File: src/rtl/instruction_fetch_unit.sv
// Instruction fetch unit: single-outstanding memory reads from the PC,
// results buffered in a first-word fall-through prefetch queue.
module instruction_fetch_unit #(
    parameter int ADDR_WIDTH  = 16,
    parameter int INSTR_WIDTH = 19,
    parameter int DEPTH       = 2
) (
    input  logic                   CLK,
    input  logic                   RST_N,
    input  logic [ADDR_WIDTH-1:0]  pc_addr,
    input  logic                   fetch_en,
    input  logic                   flush,
    output logic                   inc_pc,
    output logic                   mem_req,
    output logic [ADDR_WIDTH-1:0]  mem_addr,
    input  logic                   mem_ack,
    input  logic [INSTR_WIDTH-1:0] mem_rdata,
    output logic                   ir_valid,
    output logic [INSTR_WIDTH-1:0] ir_data,
    output logic [ADDR_WIDTH-1:0]  ir_addr,
    input  logic                   ir_ready,
    output logic                   busy
);

    localparam int PW = (DEPTH > 1) ? $clog2(DEPTH) : 1;
    localparam int CW = $clog2(DEPTH + 1);
    localparam logic [CW-1:0] FULL = CW'(DEPTH);

    typedef enum logic [1:0] {
        IDLE = 2'd0,
        REQ  = 2'd1,
        DROP = 2'd2
    } state_t;

    state_t state;
    state_t next_state;

    logic [INSTR_WIDTH-1:0] data_q [DEPTH];
    logic [ADDR_WIDTH-1:0]  addr_q [DEPTH];
    logic [PW-1:0]          rd_ptr;
    logic [PW-1:0]          wr_ptr;
    logic [CW-1:0]          count;

    logic launch;
    logic push;
    logic pop;

    // Launch only with room reserved, so the single in-flight push never overflows
    assign launch = (state == IDLE) && fetch_en && !flush && (count < FULL);
    assign push   = inc_pc;
    assign pop    = ir_valid && ir_ready && !flush;

    assign ir_valid = (count != '0);
    assign ir_data  = data_q[rd_ptr];
    assign ir_addr  = addr_q[rd_ptr];

    // State register
    always_ff @(posedge CLK or negedge RST_N) begin
        if (!RST_N) begin
            state <= IDLE;
        end else begin
            state <= next_state;
        end
    end

    // Next-state logic; a flush during a pending request must still drain the ack
    always_comb begin
        next_state = state;
        unique case (state)
            IDLE: if (launch) next_state = REQ;
            REQ: begin
                if (mem_ack)    next_state = IDLE;
                else if (flush) next_state = DROP;
            end
            DROP: if (mem_ack) next_state = IDLE;
            default: next_state = IDLE;
        endcase
    end

    // Outputs decoded from state; inc_pc only for an ack that is kept
    always_comb begin
        mem_req = (state == REQ) || (state == DROP);
        busy    = (state != IDLE);
        inc_pc  = (state == REQ) && mem_ack && !flush;
    end

    // Request address captured at launch and held through REQ/DROP
    always_ff @(posedge CLK or negedge RST_N) begin
        if (!RST_N) begin
            mem_addr <= '0;
        end else if (launch) begin
            mem_addr <= pc_addr;
        end
    end

    // Prefetch queue storage, pointers and occupancy
    always_ff @(posedge CLK or negedge RST_N) begin
        if (!RST_N) begin
            for (int i = 0; i < DEPTH; i++) begin
                data_q[i] <= '0;
                addr_q[i] <= '0;
            end
            rd_ptr <= '0;
            wr_ptr <= '0;
            count  <= '0;
        end else if (flush) begin
            rd_ptr <= '0;
            wr_ptr <= '0;
            count  <= '0;
        end else begin
            if (push) begin
                data_q[wr_ptr] <= mem_rdata;
                addr_q[wr_ptr] <= mem_addr;
                wr_ptr         <= wr_ptr + PW'(1);
            end
            if (pop) begin
                rd_ptr <= rd_ptr + PW'(1);
            end
            case ({push, pop})
                2'b10:   count <= count + CW'(1);
                2'b01:   count <= count - CW'(1);
                default: count <= count;
            endcase
        end
    end

endmodule

File: config.mk
export PLATFORM = sky130hd
export DESIGN_NAME = instruction_fetch_unit
export DESIGN_NICKNAME = d
export VERILOG_FILES = /design/src/rtl/instruction_fetch_unit.sv
export SDC_FILE = /design/constraint.sdc
export NUM_CORES = 1
export LEC_CHECK = 0
export ABC_AREA = 1
export CORE_MARGIN = 2
export CORE_UTILIZATION = 44
export DETAILED_ROUTE_END_ITERATION = 16
export PLACE_DENSITY = 0.72
export RECOVER_POWER = 100
export SYNTH_ARGS = -nofsm -noshare
export SYNTH_HDL_FRONTEND = slang
export SYNTH_SLANG_ARGS = --single-unit
File: constraint.sdc
create_clock -name CLK -period 1.25 [get_ports CLK]
set_input_delay 0.375 -clock CLK [delete_from_list [all_inputs] [get_ports CLK]]
set_output_delay 0.375 -clock CLK [all_outputs]
set_load 0.1 [all_outputs]
==> impl_metrics.yaml, run 1 <==
synthesis:
  yosys_warnings: 0
  synthAdderAreaFrac_pct: 1.11
  muxShareOfSynthArea_pct: 0
  synth_top_family_by_area: "simple AND/OR/NAND/NOR gates"
  yosys.area_share.xor_xnor_pct: 0.194
  synthesis.nets: 525
  synth_ff_type: "dfrtp_1"
  netlist_instances: 480
  syn_area_um2: 4510
  synth-simple-area-share_pct: 23.1
  synth.distinct_cells: 21
  yosysSeqAreaShare_pct: 51.0
  synth-compound-area-share_pct: 16.1
  synth_edf_count: 0
  async_reset_ff_share_pct: 100
  synth-seq-cells: 92
  avgSynthCellArea_um2: 9.40
floorplanning:
  dieHeight_um: 105
  boundaryPins: 96
  die_width_um: 105
  initial_core_util_pct: 45.7
  rows: 36
place:
  hpwl_mm: 6.92
  placed_cells: 709
  post-place-ws_ps: -555
  post_dp_cell_area_um2: 7120
  io_buffer_count: 95
  gp_congestion: 0.737
outcome:
  lastStage: "global routing (5_1_grt)"
  error_line: "[ERROR DPL-0033] detailed placement checks failed during check placement."
  status: "aborted with a tool error"
clock_network:
  ctsRootBufferMaster: "clkbuf_8"
  cts_buffers: 9
  cts_sinks: 92
  cts_buffer_depth: 2
  cts_htree_levels: 3
  cts_hold_buffers: 0
sta:
  worst_endpoint: "ir_data[12]"
  worst_endpoint_kind: "primary output"
global_route:
  antenna_found_initial: 1
  grt_max_degree: 66
[what timing repair did]
action	in CTS
pin swaps	14
setup buffers	30
endpoints found under the setup margin	146
resized for setup	163
cloned	32
[per-stage QoR]
stage	util, %	hold WS, ps
CTS	92.6	36.0
detailed placement	72.2	426
global placement	72.2	423
floorplan	-	79.4
[cells by family after synthesis]
logic type	Yosys count
AND/OR/NAND/NOR	221
buffers and inverters	70
flip-flops	92
adder cells (fa/ha/maj)	4
XOR/XNOR	1
AO/OA/AOI/OAI	92
[synth_stat cells, types with 4 or more instances]
cell     number  share of area (%)
a21oi_1      17                1.9
dfrtp_1      92                 51
o21ai_2      71                 14
buf_2         6               0.67
nor2_1       21                1.7
ha_1          4                1.1
nand2_1     122                 10
inv_1        44                3.7
buf_6        14                3.5
nand2_2      70                9.7
==> inputs of run 2 (changes only) <==
CORE_UTILIZATION = 29   (was 44)
PLACE_DENSITY = not set   (was 0.72)
PLACE_DENSITY_LB_ADDON = 0.15   (was not set)
clock period = 1.6 ns   (was 1.25 ns; I/O delays follow)
==> run 2 against run 1 <==
Effect of this change: the flow now finishes, with violations (setup timing); area after synthesis unchanged; synthesized cell count did not move.
==> impl_metrics.yaml, run 2 <==
synthesis:
  netlist_instances: 480
  yosys.area.top_type: "dfrtp_1"
  yosys-top-cells-area: "dfrtp_1 51%, o21ai_2 14%, nand2_1 10%"
  yosys_warnings: 0
  synth.top_cell.area_share_pct: 51.0
  synth_top_family_by_area: "simple AND/OR/NAND/NOR gates"
  muxShareOfSynthArea_pct: 0
  synth-seq-cells: 92
  synth-compound-area-share_pct: 16.1
  yosys.area_share.xor_xnor_pct: 0.194
  yosysSeqAreaShare_pct: 51.0
  synthAdderAreaFrac_pct: 1.11
  syn_area_um2: 4510
  async_reset_ff_share_pct: 100
  yosysMostFrequentCell: "nand2_1"
  synth_ff_type: "dfrtp_1"
  synth-simple-area-share_pct: 23.1
  synth.distinct_cells: 21
  avgSynthCellArea_um2: 9.40
  synthesis.nets: 525
  yosys-top-cells-count: "122 x nand2_1, 92 x dfrtp_1, 71 x o21ai_2, 70 x nand2_2, 44 x inv_1"
  synth_edf_count: 0
final_layout:
  largest_reg_flops: 38
  multiInputGateArea_um2: 2740
  fillers: 1365
  regMostFlops: "data_q"
  layout-drive-gt1-share_pct: 55.7
  final_common_cell: "dfrtp_1"
  area_growth_pct: 74.4
  final_cells: 806
  seqCellArea_um2: 2300
  top_regs: "data_q: 38 flops, addr_q: 32 flops, mem_addr: 16 flops"
  final_net_count: 659
  antenna_cells: 0
  final_cell_mix: "90 x dfrtp_1, 68 x o21ai_2, 56 x nand2_4, 54 x nand2_1, 54 x nand2_2"
global_route:
  grt_max_degree: 41
  track_usage_pct: 13.5
  grt_pass1_vias: 3453
  antenna_found_initial: 0
  overflow: 0
  grt_pass1_wl_mm: 17.3
floorplanning:
  rows: 45
  initial_core_util_pct: 29.7
  die_area_um2: 16600
  dieHeight_um: 129
  core_region_area_um2: 15200
  die_width_um: 129
  boundaryPins: 96
detailed_routing:
  via_per_inst: 4.47
  drtAntennaViolNets: 0
  firstDrtPassIters: 4
  vias: 3601
  wire_per_inst_um: 16.3
  drt_iter0_drc: 100
  drc: 0
  drt-total-wl_mm: 13.1
setup_path:
  cp-end-kind: "output port"
  rr_endpoint: "data_q[19]"
  cp-start-kind: "flip-flop"
  slowest_delay_ps: 450
  crit_buf_inv: 3
  crit_path_cell_trace: "clkinv_4 -> buf_12 -> nand2_2 -> nand2_8 -> buf_12"
  r2r_slack_ps: -40
  worstReg2RegStart: "state[1]"
  cpMostUsedCell: "buf_12"
  crit_path_top_delay_cell: "dfrtp_2"
  worstPathRequired_ps: 1120
  cp_data_arrival_time_ps: 1440
  crit_family: "buffers and inverters"
  r2r_cells: 9
  cp_max_fo: 10
  worstSetupPathType: "reg -> out"
outcome:
  failed_checks: "setup timing"
  status: "finished with violations"
clock_network:
  cts_htree_levels: 3
  cts_sinks: 92
  path_clk_slew_ps: 60
  cts_buffers: 9
  cts_hold_buffers: 0
  clk_latency_ps: 350
  cts_tree: "yes"
  cts_buffer_depth: 2
  ctsRootBufferMaster: "clkbuf_16"
place:
  placed_cells: 755
  hpwl_mm: 7.00
  io_buffer_count: 95
  post-place-ws_ps: -338
  gp_congestion: 0.741
sta:
  finClkSkew_ps: 5.07
  period_needed_ps: 1920
  fmax_ghz: 0.521
  worst-slew-pin-transition_ps: 681
  min_period_over_period_pct: 120
  finalHoldViolCount: 0
  worst_slack_ps: -318
  maxSlewViolCount: 0
  rsz0062_at_grt: "yes"
  finalSetupViolCount: 57
  slew_headroom_pct: 54.6
min_path:
  min_path_type: "in -> async"
run:
  maxCapViolCount: 0
[run 2: kinds of logic (layout without fill, tap and decap cells)]
| logic type | Yosys count | count (layout) |
|---|---|---|
| simple gates | 221 | 223 |
| compound gates | 92 | 92 |
| flops | 92 | 92 |
| buf+inv | 70 | 206 |
| fa+ha+maj | 4 | 4 |
| xor+xnor | 1 | 1 |
[run 2: metrics by stage]
| step | utilization (%) | cell area (um^2) | TNS, ps | hold slack [ps] |
|---|---|---|---|---|
| 2_1_floorplan | - | 5020 | -17880 | 184 |
| 3_3_place_gp | 44.5 | 6760 | -25600 | 417 |
| 3_5_place_dp | 44.5 | 6760 | -25870 | 417 |
| 4_1_cts | 48.1 | 7310 | -11870 | 42.3 |
| 5_1_grt | 51.8 | 7870 | -16040 | 176 |
| 6_report | 51.8 | 7870 | -11440 | 147 |
[run 2: worst max path at each step]
stage                             end  depth (start not counted)     start  slack [ps]
after floorplan            addr_q[17]                          8  state[1]        -260
after global placement         inc_pc                          4   mem_ack        -340
after detailed placement   data_q[20]                          8   mem_ack        -340
after CTS                  ir_addr[7]                          5    rd_ptr        -340
after global routing      ir_addr[12]                          5    rd_ptr        -360
final                      ir_data[2]                          5    rd_ptr        -320
[run 2: layout make-up]
class	count	share of cell area, %
multi-input cells	320	34.8
flip-flops and latches	92	29.3
well taps	188	2.99
repair buffers	145	26.4
inverters	46	2.31
clock inverters	4	0.922
clock buffers	11	3.21
[run 2: what timing repair did]
action	in CTS	in global routing
cloned	1	25
resized for setup	50	72
buffers inserted	9	2
setup endpoints to repair	39	109
pin swaps	4	0
[run 2: metal layers]
metal	vias up	routed length (um)	GRT usage (%)
met5	-	0	0
met1	1733	5770	17.8
met2	73	6610	21.4
li1	1779	-	-
met4	0	275	5.95
met3	16	478	3.12
Power of run 2 is left out: the tool's default activity adds up to more than one toggle a clock period on the data nets, which glitch-free logic cannot reach.
==> inputs of run 3 (changes only) <==
DONT_BUFFER_PORTS = 1   (was not set)
==> run 3 against run 2 <==
Effect of this change: the flow finishes with violations (hold timing, setup timing); register-to-register slack improved by 70 ps; maximum frequency grew 3.2%; clock-buffer cell count is 5 higher; via count down 11%; cell count fell by 11%; core utilization decreased by 12 points; die area stayed put; wire length shrank 12%; clock skew grew 2.2 ps; critical path type unchanged.
==> impl_metrics.yaml, run 3 (synthesized netlist as in run 2, its figures left out) <==
place:
  gp_congestion: 0.699
  io_buffer_count: 0
  hpwl_mm: 6.70
  post-place-ws_ps: 51.6
setup_path:
  crit_path_top_delay_cell: "dfrtp_2"
  r2r_cells: 9
  slowest_delay_ps: 450
  cp-end-kind: "output port"
  worstReg2RegStart: "state[1]"
  crit_path_cell_trace: "clkinv_4 -> buf_12 -> nand2_1 -> nand2_8"
  worstPathRequired_ps: 1120
  r2r_slack_ps: 30
  worstSetupPathType: "reg -> out"
  crit_family: "flip-flops"
  cp-start-kind: "flip-flop"
  crit_buf_inv: 2
  cp_max_fo: 10
  cp_data_arrival_time_ps: 1380
  rr_endpoint: "data_q[37]"
outcome:
  status: "finished with violations"
  failed_checks: "hold timing, setup timing"
final_layout:
  largest_reg_flops: 38
  top_regs: "data_q: 38 flops, addr_q: 32 flops, mem_addr: 16 flops"
  area_growth_pct: 34.2
  regMostFlops: "data_q"
  layout-drive-gt1-share_pct: 47.3
  antenna_cells: 0
  fillers: 1545
  final_common_cell: "dfrtp_1"
  final_net_count: 568
  final_util_pct: 39.8
  final_cell_mix: "91 x dfrtp_1, 86 x nand2_1, 76 x nand2_2, 62 x o21ai_2, 40 x inv_1"
global_route:
  grt_pass1_vias: 3262
  track_usage_pct: 13.1
  overflow: 0
  antenna_found_initial: 0
  grt_max_degree: 93
  grt_pass1_wl_mm: 16.8
detailed_routing:
  vias: 3221
  wl_met1_mm: 5.22
  wl_met3_um: 553
  wire_per_inst_um: 16.1
  drt-total-wl_mm: 11.5
  drtAntennaViolNets: 0
  drc: 0
  firstDrtPassIters: 4
  routed-wl-met2_mm: 5.60
  drt_iter0_drc: 141
  via_per_inst: 4.50
  dr.max_layer_used: "met4"
clock_network:
  cts_buffers: 9
  cts_tree: "yes"
  ctsRootBufferMaster: "clkbuf_16"
  cts_buffer_depth: 2
  cts_htree_levels: 3
  clk_latency_ps: 340
  path_clk_slew_ps: 60
  cts_sinks: 92
sta:
  hold_ws_ps: -168
  period_needed_ps: 1860
  slew_headroom_pct: 77.1
  finalSetupViolCount: 38
  finClkSkew_ps: 7.23
  worst_slack_ps: -258
  finalHoldViolCount: 92
  maxSlewViolCount: 0
  rsz0062_at_grt: "yes"
  min_period_over_period_pct: 116
  fmax_ghz: 0.538
  worst-slew-pin-transition_ps: 344
floorplanning:
  die_area_um2: 16600
  initial_core_util_pct: 29.7
  core_region_area_um2: 15200
  rows: 45
  dieHeight_um: 129
  boundaryPins: 96
  die_width_um: 129
min_path:
  min_path_type: "in -> async"
run:
  maxCapViolCount: 0
run 3: timing repair:
| action | CTS | global route |
|---|---|---|
| hold endpoints to repair | 92 | 92 |
| cloned | 0 | 9 |
| pin swaps | 13 | 14 |
| resized for setup | 22 | 31 |
| endpoints found under the setup margin | 39 | 108 |
| setup buffers | 7 | 4 |
run 3: through the flow:
| step | setup TNS (ps) | std cells | cell area [um^2] |
|---|---|---|---|
| after floorplan | -17880 | 480 | 5020 |
| after detailed placement | 0 | 682 | 5550 |
| after global routing | -12720 | 716 | 6050 |
| final | -8830 | 716 | 6050 |
| after global placement | 0 | 682 | 5550 |
| after CTS | -10850 | 705 | 5970 |
run 3: area by class of cell:
cell class | instances | area [um^2] | area share, %
inverters | 46 | 181 | 3.00
flip-flops and latches | 92 | 2300 | 38.0
clock buffers | 16 | 302 | 4.98
repair buffers | 56 | 732 | 12.1
multi-input cells | 318 | 2300 | 38.0
well taps | 188 | 235 | 3.89
run 3: worst max path at each step:
stage / start / end / depth (start not counted)
finish: rd_ptr / ir_data[16] / 4
global route: rd_ptr / ir_addr[15] / 5
CTS: rd_ptr / ir_data[17] / 4
detailed placement: rd_ptr / ir_addr[7] / 3
global placement: state[0] / busy / 4
floorplan: state[1] / addr_q[17] / 8
run 3: routing by layer:
metal	global-route usage, %	up-vias
met4	4.41	0
met3	3.83	9
met1	16.8	1544
li1	-	1592
met5	0	-
met2	21.4	76
Power of run 3 is left out for the same reason.
==> inputs of run 4 (changes only) <==
CAP_MARGIN = 20   (was not set)
MAX_ROUTING_LAYER = met4   (was not set)
==> run 4 against run 3 <==
Effect of this change: the flow still finishes with violations (hold timing, setup timing); global-route usage is 0.41 points higher; flip-flop and latch count stayed put; cell count stayed put; clock-buffer cell count stayed put; critical endpoint unchanged; cell area is 0.68% lower; critical path depth stayed put; via count is 0.31% lower; largest cell class unchanged; register-to-register slack better by 30 ps.
==> impl_metrics.yaml, run 4 (synthesized netlist as in run 2, its figures left out) <==
sta:
  worst-slew-pin-transition_ps: 341
  finalHoldViolCount: 92
  fmax_ghz: 0.537
  period_needed_ps: 1860
  slew_headroom_pct: 77.2
  hold_ws_ps: -168
  finClkSkew_ps: 6.08
  min_period_over_period_pct: 116
  worst_slack_ps: -262
  rsz0062_at_grt: "yes"
  maxSlewViolCount: 0
  finalSetupViolCount: 38
final_layout:
  antenna_cells: 0
  layout-drive-gt1-share_pct: 47.0
  final_cells: 716
  final_cell_mix: "91 x dfrtp_1, 86 x nand2_1, 76 x nand2_2, 61 x o21ai_2, 40 x inv_1"
  final_net_count: 568
  largest_reg_flops: 38
  regMostFlops: "data_q"
  top_regs: "data_q: 38 flops, addr_q: 32 flops, mem_addr: 16 flops"
  area_growth_pct: 33.3
  final_common_cell: "dfrtp_1"
detailed_routing:
  drc: 0
  drt_iter0_drc: 133
  via_per_inst: 4.48
  wire_per_inst_um: 16.1
  vias: 3211
  drt-total-wl_mm: 11.5
  firstDrtPassIters: 4
  drtAntennaViolNets: 0
setup_path:
  rr_endpoint: "data_q[5]"
  crit_path_cell_trace: "clkinv_4 -> buf_12 -> nand2_1 -> nand2_8"
  slowest_delay_ps: 450
  crit_family: "flip-flops"
  cp-end-kind: "output port"
  r2r_slack_ps: 60
  cp-start-kind: "flip-flop"
  worstPathRequired_ps: 1120
  worstSetupPathType: "reg -> out"
  crit_path_top_delay_cell: "dfrtp_2"
  cp_max_fo: 10
  worstReg2RegStart: "state[0]"
  r2r_cells: 8
  crit_buf_inv: 2
  cp_data_arrival_time_ps: 1380
global_route:
  antenna_found_initial: 0
  grt_max_degree: 93
  grt_pass1_vias: 3263
  overflow: 0
  grt_pass1_wl_mm: 16.8
  track_usage_pct: 13.5
floorplanning:
  die_area_um2: 16600
  die_width_um: 129
  initial_core_util_pct: 29.7
  boundaryPins: 96
  rows: 45
  core_region_area_um2: 15200
  dieHeight_um: 129
place:
  placed_cells: 682
  io_buffer_count: 0
  hpwl_mm: 6.70
  gp_congestion: 0.707
clock_network:
  cts_htree_levels: 3
  path_clk_slew_ps: 60
  cts_tree: "yes"
  clk_latency_ps: 340
  cts_buffers: 9
  ctsRootBufferMaster: "clkbuf_16"
  cts_sinks: 92
  cts_buffer_depth: 2
run:
  maxCapViolCount: 0
outcome:
  failed_checks: "hold timing, setup timing"
  status: "finished with violations"
min_path:
  min_path_type: "in -> async"
run 4: worst max path at each step:
stage               startpoint     endpoint  slack, ps  depth (start not counted)
finish                  rd_ptr  ir_data[16]       -260                          4
global route            rd_ptr  ir_addr[15]       -320                          5
CTS                     rd_ptr  ir_data[17]       -330                          4
detailed placement      rd_ptr   ir_addr[7]         50                          3
global placement      state[0]         busy         80                          4
floorplan             state[1]   addr_q[17]       -260                          8
run 4: layout make-up:
type,instances,area [um^2]
multi-input combinational,318,2300
tap,188,235
clock buffer,16,302
timing repair buffer,56,694
fill,1550,9190
inverter,46,181
sequential,92,2300
run 4: layer usage:
layer | wire (um) | part of all wire, % | GRT usage (%) | vias to the layer above
met3 | 469 | 4.1 | 3.49 | 9
met2 | 5630 | 49 | 21.4 | 73
met1 | 5270 | 46 | 17.0 | 1537
met5 | 0 | 0 | - | -
li1 | - | - | - | 1592
met4 | 135 | 1.2 | 4.41 | 0
run 4: stage by stage:
stage	setup WS, ps	setup TNS (ps)	utilization [%]	hold slack (ps)	instance area (um^2)
after floorplan	-261	-17880	-	184	5020
after global placement	76.7	0	36.5	187	5550
after detailed placement	51.6	0	36.5	187	5550
after CTS	-327	-10850	39.3	-187	5970
after global routing	-323	-12260	39.6	-193	6010
final	-262	-8930	39.6	-168	6010
run 4: timing repair:
item / in CTS / in global routing
gates resized for setup: 22 / 31
endpoints found under the hold margin: 92 / 92
pin swaps: 13 / 14
gates cloned: 0 / 9
setup endpoints to repair: 39 / 108
buffers inserted: 7 / 4
Power of run 4 is left out for the same reason.
